## src/rtl/vga_timing_gen.sv

```systemverilog
// VGA raster timing: pixel-rate divider, horizontal/vertical scan counters,
// zero-skew registered sync and visibility flags, and a start-of-vblank pulse.
module vga_timing_gen #(
  parameter int unsigned CLK_DIV   = 2,
  parameter int unsigned H_VISIBLE = 640,
  parameter int unsigned H_FP      = 16,
  parameter int unsigned H_SYNC    = 96,
  parameter int unsigned H_BP      = 48,
  parameter int unsigned V_VISIBLE = 480,
  parameter int unsigned V_FP      = 10,
  parameter int unsigned V_SYNC    = 2,
  parameter int unsigned V_BP      = 33
) (
  input  logic       Clk,
  input  logic       Reset_n,
  output logic       pixel_en,
  output logic [9:0] DrawX,
  output logic [9:0] DrawY,
  output logic       hs_n,
  output logic       vs_n,
  output logic       display_on,
  output logic       frame_clk
);

  localparam int unsigned CNT_W   = 10;
  localparam int unsigned DIV_W   = (CLK_DIV > 1) ? $clog2(CLK_DIV) : 1;
  localparam int unsigned H_TOTAL = H_VISIBLE + H_FP + H_SYNC + H_BP;
  localparam int unsigned V_TOTAL = V_VISIBLE + V_FP + V_SYNC + V_BP;

  localparam logic [DIV_W-1:0] DIV_LAST     = DIV_W'(CLK_DIV - 1);
  localparam logic [CNT_W-1:0] H_LAST       = CNT_W'(H_TOTAL - 1);
  localparam logic [CNT_W-1:0] V_LAST       = CNT_W'(V_TOTAL - 1);
  localparam logic [CNT_W-1:0] H_VIS_END    = CNT_W'(H_VISIBLE);
  localparam logic [CNT_W-1:0] V_VIS_END    = CNT_W'(V_VISIBLE);
  localparam logic [CNT_W-1:0] H_SYNC_START = CNT_W'(H_VISIBLE + H_FP);
  localparam logic [CNT_W-1:0] H_SYNC_END   = CNT_W'(H_VISIBLE + H_FP + H_SYNC - 1);
  localparam logic [CNT_W-1:0] V_SYNC_START = CNT_W'(V_VISIBLE + V_FP);
  localparam logic [CNT_W-1:0] V_SYNC_END   = CNT_W'(V_VISIBLE + V_FP + V_SYNC - 1);

  logic [DIV_W-1:0] r_div_cnt;
  logic [CNT_W-1:0] r_hcnt;
  logic [CNT_W-1:0] r_vcnt;
  logic             r_hs_n;
  logic             r_vs_n;
  logic             r_display_on;
  logic             r_frame_clk;

  logic             w_tick;
  logic             w_h_wrap;
  logic [DIV_W-1:0] w_div_nxt;
  logic [CNT_W-1:0] w_hcnt_nxt;
  logic [CNT_W-1:0] w_vcnt_nxt;
  logic             w_hs_n_nxt;
  logic             w_vs_n_nxt;
  logic             w_display_on_nxt;
  logic             w_frame_clk_nxt;

  assign w_tick = (r_div_cnt == DIV_LAST);

  // Next-count values; flags are derived from these so they land with the counts.
  always_comb begin
    w_div_nxt  = r_div_cnt;
    w_hcnt_nxt = r_hcnt;
    w_vcnt_nxt = r_vcnt;
    w_h_wrap   = 1'b0;

    w_div_nxt = w_tick ? '0 : (r_div_cnt + DIV_W'(1));

    if (w_tick) begin
      if (r_hcnt == H_LAST) begin
        w_hcnt_nxt = '0;
        w_h_wrap   = 1'b1;
      end else begin
        w_hcnt_nxt = r_hcnt + CNT_W'(1);
      end
    end

    if (w_h_wrap) begin
      w_vcnt_nxt = (r_vcnt == V_LAST) ? '0 : (r_vcnt + CNT_W'(1));
    end
  end

  always_comb begin
    w_hs_n_nxt       = 1'b1;
    w_vs_n_nxt       = 1'b1;
    w_display_on_nxt = 1'b0;
    w_frame_clk_nxt  = 1'b0;

    w_hs_n_nxt       = !((w_hcnt_nxt >= H_SYNC_START) && (w_hcnt_nxt <= H_SYNC_END));
    w_vs_n_nxt       = !((w_vcnt_nxt >= V_SYNC_START) && (w_vcnt_nxt <= V_SYNC_END));
    w_display_on_nxt = (w_hcnt_nxt < H_VIS_END) && (w_vcnt_nxt < V_VIS_END);
    // Only the tick that actually moves the counters onto (0, V_VISIBLE) fires.
    w_frame_clk_nxt  = w_tick && (w_hcnt_nxt == '0) && (w_vcnt_nxt == V_VIS_END);
  end

  always_ff @(posedge Clk) begin
    if (!Reset_n) begin
      r_div_cnt    <= '0;
      r_hcnt       <= '0;
      r_vcnt       <= '0;
      r_hs_n       <= 1'b1;
      r_vs_n       <= 1'b1;
      r_display_on <= 1'b1;
      r_frame_clk  <= 1'b0;
    end else begin
      r_div_cnt    <= w_div_nxt;
      r_hcnt       <= w_hcnt_nxt;
      r_vcnt       <= w_vcnt_nxt;
      r_hs_n       <= w_hs_n_nxt;
      r_vs_n       <= w_vs_n_nxt;
      r_display_on <= w_display_on_nxt;
      r_frame_clk  <= w_frame_clk_nxt;
    end
  end

  assign pixel_en   = w_tick;
  assign DrawX      = r_hcnt;
  assign DrawY      = r_vcnt;
  assign hs_n       = r_hs_n;
  assign vs_n       = r_vs_n;
  assign display_on = r_display_on;
  assign frame_clk  = r_frame_clk;

endmodule

```

## config.mk

```make
export PLATFORM = sky130hd
export DESIGN_NAME = vga_timing_gen
export DESIGN_NICKNAME = d
export VERILOG_FILES = /design/src/rtl/vga_timing_gen.sv
export SDC_FILE = /design/constraint.sdc
export NUM_CORES = 1
export LEC_CHECK = 0
export ABC_CLOCK_PERIOD_IN_PS = 2100
export CAP_MARGIN = 40
export CORE_UTILIZATION = 35
export CTS_CLUSTER_DIAMETER = 80
export DETAILED_ROUTE_END_ITERATION = 16
export PLACE_DENSITY = 0.64
export SLEW_MARGIN = 30
export SYNTH_ARGS = -nofsm -noshare
export SYNTH_HDL_FRONTEND = slang
export SYNTH_SLANG_ARGS = --single-unit
```

## constraint.sdc

```tcl
create_clock -name Clk -period 2.1 [get_ports Clk]
set_input_delay 0.42 -clock Clk [delete_from_list [all_inputs] [get_ports Clk]]
set_output_delay 0.42 -clock Clk [all_outputs]
set_load 0.01 [all_outputs]
```

==> results of run 1 <==
[worst max-delay path, delay by kind of cell, from the launching register on]
| kind | cells | cell delay [ps] |
|---|---|---|
| AND/OR/NAND/NOR | 4 | 1420 |
| flip-flops | 1 | 320 |
| AO/OA/AOI/OAI | 1 | 230 |
| buffers and inverters | 1 | 130 |
[layout by cell type, fill, tap and decap left out, types with 4 or more instances in the layout]
master            n
nand2_1          14
and3_1            5
inv_1             4
a21oi_1          11
clkdlybuf4s50_1  26
and4_1            4
xor2_1            9
o21ai_0           5
nand3_1          13
nor3_1            5
nand4_1           8
dfxtp_1          24
xnor2_1           5
buf_4            30
nor2_1           24
[state kept, by name, summed over array words and instances (netlist names)]
register / count
DrawY: 10
frame_clk: 1
hs_n: 1
vs_n: 1
DrawX: 10
display_on: 1
pixel_en: 1
[what timing repair did]
action / CTS / global route
gates resized for setup: 1 / 8
endpoints found under the setup margin: 3 / 3
pin swaps: 0 / 2
[area by class of cell]
class | count | area [um^2] | share of cell area, %
timing repair buffer | 57 | 497 | 24.7
sequential | 25 | 502 | 24.9
multi-input combinational | 142 | 892 | 44.3
tap | 50 | 62.6 | 3.11
inverter | 4 | 15.0 | 0.746
clock buffer | 4 | 45.0 | 2.24
[report_power, final]
| part | internal (W) | leakage, nW | switching, W | total, W |
|---|---|---|---|---|
| Clock | 0.000136 | 0.0228 | 0.000152 | 0.000288 |
| Sequential | 0.000478 | 0.203 | 0.00000343 | 0.000481 |
| Combinational | 0.0000213 | 0.569 | 0.0000246 | 0.0000459 |
[layer usage]
metal / vias to the layer above / routed length, um / part of all wire (%)
li1: 756 / - / -
met5: - / 0 / 0
met4: 0 / 91 / 2.3
met1: 705 / 1810 / 46
met3: 12 / 196 / 5.0
met2: 45 / 1840 / 47
[how the worst max path moves through the flow]
| stage | from | end | slack [ps] | depth (start not counted) |
|---|---|---|---|---|
| detailed placement | DrawX[5]$_SDFF_PN0_ | frame_clk$_SDFF_PN0_ | -110 | 6 |
| CTS | DrawX[5]$_SDFF_PN0_ | display_on$_SDFF_PN1_ | -40 | 7 |
| finish | DrawX[6]$_SDFF_PN0_ | frame_clk$_SDFF_PN0_ | -50 | 6 |
| floorplan | DrawX[6]$_SDFF_PN0_ | frame_clk$_SDFF_PN0_ | -90 | 7 |
| global route | DrawX[1]$_SDFF_PN0_ | display_on$_SDFF_PN1_ | -90 | 8 |
| global placement | DrawX[5]$_SDFF_PN0_ | frame_clk$_SDFF_PN0_ | -120 | 6 |
[through the flow]
stage / worst slack, ps / setup TNS (ps)
after CTS: -44.9 / -111
final: -50.3 / -50.3
after detailed placement: -111 / -214
after floorplan: -88.5 / -88.5
after global placement: -119 / -239
after global routing: -91.5 / -268
[cell families after synthesis]
group,after synthesis,synth area share [%]
AOI/OAI and AO/OA,31,13.7
xor gates and xnor gates,14,8.46
adders and majority gates,3,2.59
buffers and inverters,17,5.79
DFF,25,34.5
muxes,2,1.38
and+or+nand+nor,92,33.5
==> results.txt, run 1 <==
Slew Viols, Final: 0
die height: 66.3 um
CTS clock-pin slew for the worst setup and hold paths: 90 ps
Fin. Hold Viols: 0
crit path launch type: flop
routability cong.: 0.871
most common cell in the netlist: dfxtp_1
initial antenna violation count: 0
Unique masters post-synth: 40
fill count: 407
Async SR Flop Fraction: 0%
final setup fails: 1
met2 Usage GRT: 32.5%
clk_lat worst skew: 270 ps
mapped cell area: 1450 um^2
Final Instance Area: 2010 um^2
DRC violations left: 0
Die Width: 66.3 um
TritonCTS clock tree: done
non-filler cells, final: 282
minimum clock period: 2150 ps
hold path endpoint: DrawY[5]$_SDFF_PN0_
Placed Cells: 278
worst hold path class: flop to flop
via count: 1518
Synth Net Count: 189
Tot GR Track Use: 19.4%
top_reg_cell synth: dfxtp_1
Post-CTS Setup Inserts: 0
Synth area leaders: dfxtp_1, nor2_1, xor2_1
leading area contributor after synthesis: dfxtp_1
hpwl dp: 2980 um
Row Count: 23
#FFs+latches synth: 25
CTS Buf Count: 3
M1 GR Usage: 24.7%
Synth top area share: 34.5%
RSZ-0062 raised after global routing: yes
most common library cells after synthesis: dfxtp_1, nor2_1, nand2_1, nand3_1, a21oi_1
CP endpoint kind: flop
pin slew with the least headroom to its limit: 464 ps
Hold Slack: 574 ps
Post-DP Area: 1940 um^2
total power: 0.000815 W
grt ovf: 0
DRT Pass-1 Iters: 4
Starting Density: 36.2%
hold path startpoint: DrawY[5]$_SDFF_PN0_
largest net degree at the start of global routing: 14
number of flops mapped to enable cells by yosys: 0
CP peak stage delay: 580 ps
critical path type: flop to flop
grt met3 use: 3.62%
Worst VDD drop: 0.272 mV
Yosys warnings: 0
final wirelength: 3930 um
busiest grt layer: met2
Fmax: 0.465 GHz
worst-path fanout max: 5
worst setup slack after layout: -50.3 ps
WP data required: 2320 ps
failing checks: negative setup slack
Crit Reg-Reg Endpoint: frame_clk$_SDFF_PN0_
Die Area: 4400 um^2
layout cell share with drive strength beyond 1: 19.0%
Buffers on Ports: 26
CP max stage cell: or4b_4
cell chain of the critical path: or4b_4, or3_4, buf_6, or2_4, a221oi_2, and4_1
# H-tree levels: 1
Worst Path Arrival: 2370 ps
vias in the first global route: 1390
Avg WL per Cell: 13.9 um
core area: 4000 um^2
Max Cap Viol: 0
P per Cell Area: 405 nW/um^2
Worst R2R Start: DrawX[6]$_SDFF_PN0_
final core utilization: 50.3%
Layout area overhead: 38.9%
hold depth: 2
final antenna-violating net count: 0
first-pass GRT wire length: 6480 um
CTS sink count: 25
Root Driver: clkbuf_8
reg-to-reg slack, setup: -50 ps
final net count: 238
LEAKAGE: 0.794 nW
Max-Slew Margin vs Limit: 69.0%
initial DRC count: 120
ANT cells: 0
status: finished, violations left
Cells after Synth: 184
Final period util: 102%
Max Clock Skew: 4.92 ps
vias per std cell: 5.38
reg2reg path depth: 6
clk buf depth: 2
Post-Syn Area per Cell: 7.87 um^2
io pins: 27
number of hold buffers added after cts: 0
post-synthesis sequential area ratio: 34.5%
Note: power is estimated with default switching activity, not from simulation.
==> run 2, diff against run 1 <==
- CAP_MARGIN: 40 -> default
==> results of run 2 <==
Same layout as run 1: the final DEF is identical, and so are final timing and power.
==> run 3, diff against run 2 <==
- ABC_CLOCK_PERIOD_IN_PS: 2100 -> 2060
- CORE_MARGIN: default -> 5
- PLACE_DENSITY: 0.64 -> 0.62
- SETUP_SLACK_MARGIN: default -> 0.15
- clock period: 2.1 -> 2.06 ns (I/O delays scaled with it)
==> run 3 against run 2 <==
The flow now finishes without violations; final cell count increased by 1.1%; register-to-register slack improved by 60 ps; count of clock-buffer cells in the layout decreased by 1; clock power increased by 3%; core utilization increased by 3.2 points; worst hold slack got worse by 7.5 ps; wire length increased by 6.5%; highest routed layer unchanged.
==> results.txt, run 3 (synthesis results as in run 1) <==
ANT cells: 0
Hold Slack: 566 ps
P per Cell Area: 391 nW/um^2
hold depth: 2
die height: 74.3 um
CP endpoint kind: flop
Max Cap Viol: 0
Worst Path Arrival: 2280 ps
Fin. Hold Viols: 0
TritonCTS clock tree: done
Post-DP Area: 1940 um^2
core area: 4000 um^2
vias in the first global route: 1435
Avg WL per Cell: 14.7 um
DRC violations left: 0
final antenna-violating net count: 0
LEAKAGE: 0.824 nW
WP data required: 2280 ps
clk buf depth: 2
Sw Ratio: 22.8%
Die Area: 5530 um^2
Final period util: 99.6%
hpwl dp: 3150 um
P_sw: 0.000191 W
worst hold path class: flop to flop
CTS clock-pin slew for the worst setup and hold paths: 90 ps
via count: 1537
Die Width: 74.3 um
Worst VDD drop: 0.393 mV
Final Instance Area: 2140 um^2
worst-path fanout max: 5
clk_lat worst skew: 270 ps
Row Count: 23
sum of negative setup slack: 0 ps
CTS Buf Count: 3
initial DRC count: 128
layout cell share with drive strength beyond 1: 28.5%
final setup fails: 0
Max Clock Skew: 4.88 ps
pin slew with the least headroom to its limit: 448 ps
Comb power frac: 5.9%
Max-Slew Margin vs Limit: 70.1%
Cell Int Power: 0.000647 W
fill count: 397
first-pass GRT wire length: 6760 um
reg2reg path depth: 5
Slew Viols, Final: 0
Fmax: 0.487 GHz
final wirelength: 4190 um
DRT Pass-1 Iters: 4
largest net degree at the start of global routing: 15
routability cong.: 0.855
critical path type: flop to flop
Layout area overhead: 47.8%
status: completed
commonest non-fill, non-tap cells in the layout: buf_4, clkdlybuf4s50_1, dfxtp_1, nor2_1
CTS sink count: 25
sequential share of power: 58.5%
Root Driver: clkbuf_8
final core utilization: 53.6%
io pins: 27
final net count: 241
Buffers on Ports: 26
vias per std cell: 5.39
crit path launch type: flop
RSZ-0062 raised after global routing: yes
initial antenna violation count: 0
Starting Density: 36.2%
Tot GR Track Use: 15.8%
minimum clock period: 2050 ps
most common cell after layout, fill and taps aside: buf_4
grt ovf: 0
# H-tree levels: 1
Clk pwr share: 35.5%
[run 3: layout make-up]
class,count,area (um^2),share of cell area [%]
Sequential cell,25,504,23.5
Clock inverter,1,5.00,0.234
Tap cell,50,62.6,2.92
Timing Repair Buffer,60,531,24.8
Multi-Input combinational cell,142,983,45.9
Inverter,4,15.0,0.701
Clock buffer,3,41.3,1.93
[run 3: layer usage]
layer  up-vias  track usage [%]  wire (um)
met5         -                0          0
met1       737             19.6       1870
met2        38             27.4       2130
met4         0             3.75         25
met3         5             4.19        163
li1        757                -          -
[run 3: repair_timing]
| item | in CTS | in global routing |
|---|---|---|
| hold buffers | 0 | 0 |
| pin swaps | 3 | 3 |
| resized for setup | 12 | 21 |
| endpoints found under the setup margin | 5 | 12 |
| setup buffers | 2 | 1 |
[run 3: path summary, 6_finish.rpt]
kind | slack (ps) | end | startpoint
setup / recovery | 8 | frame_clk$_SDFF_PN0_ | DrawX[5]$_SDFF_PN0_
hold / removal | 570 | DrawY[5]$_SDFF_PN0_ | DrawY[5]$_SDFF_PN0_
setup reg to reg | 8 | frame_clk$_SDFF_PN0_ | DrawX[5]$_SDFF_PN0_
hold reg to reg | 570 | DrawY[5]$_SDFF_PN0_ | DrawY[5]$_SDFF_PN0_
[run 3: worst max-delay path, stage by stage (launching register included)]
cell and delay [ps]:
dfxtp_2 320, or4b_4 580, or3_4 390, or2_4 250
a221oi_2 250, and4_1 210
[run 3: power by group through the flow]
stage	Combinational, W	Clock [W]	Sequential (W)
floorplan	0.0000194	0	0.000504
global placement	0.0000474	0	0.000502
detailed placement	0.0000474	0	0.000502
CTS	0.0000480	0.000306	0.000491
global route	0.0000545	0.000323	0.000492
finish	0.0000499	0.000298	0.000491
[run 3: through the flow]
| step | worst slack (ps) | total power, W | instances |
|---|---|---|---|
| after global placement | -133 | 0.000549 | 278 |
| after detailed placement | -148 | 0.000549 | 278 |
| after floorplan | -111 | 0.000523 | 184 |
| after global routing | -89.5 | 0.000869 | 285 |
| after CTS | -2.35 | 0.000844 | 284 |
| final | 8.25 | 0.000838 | 285 |
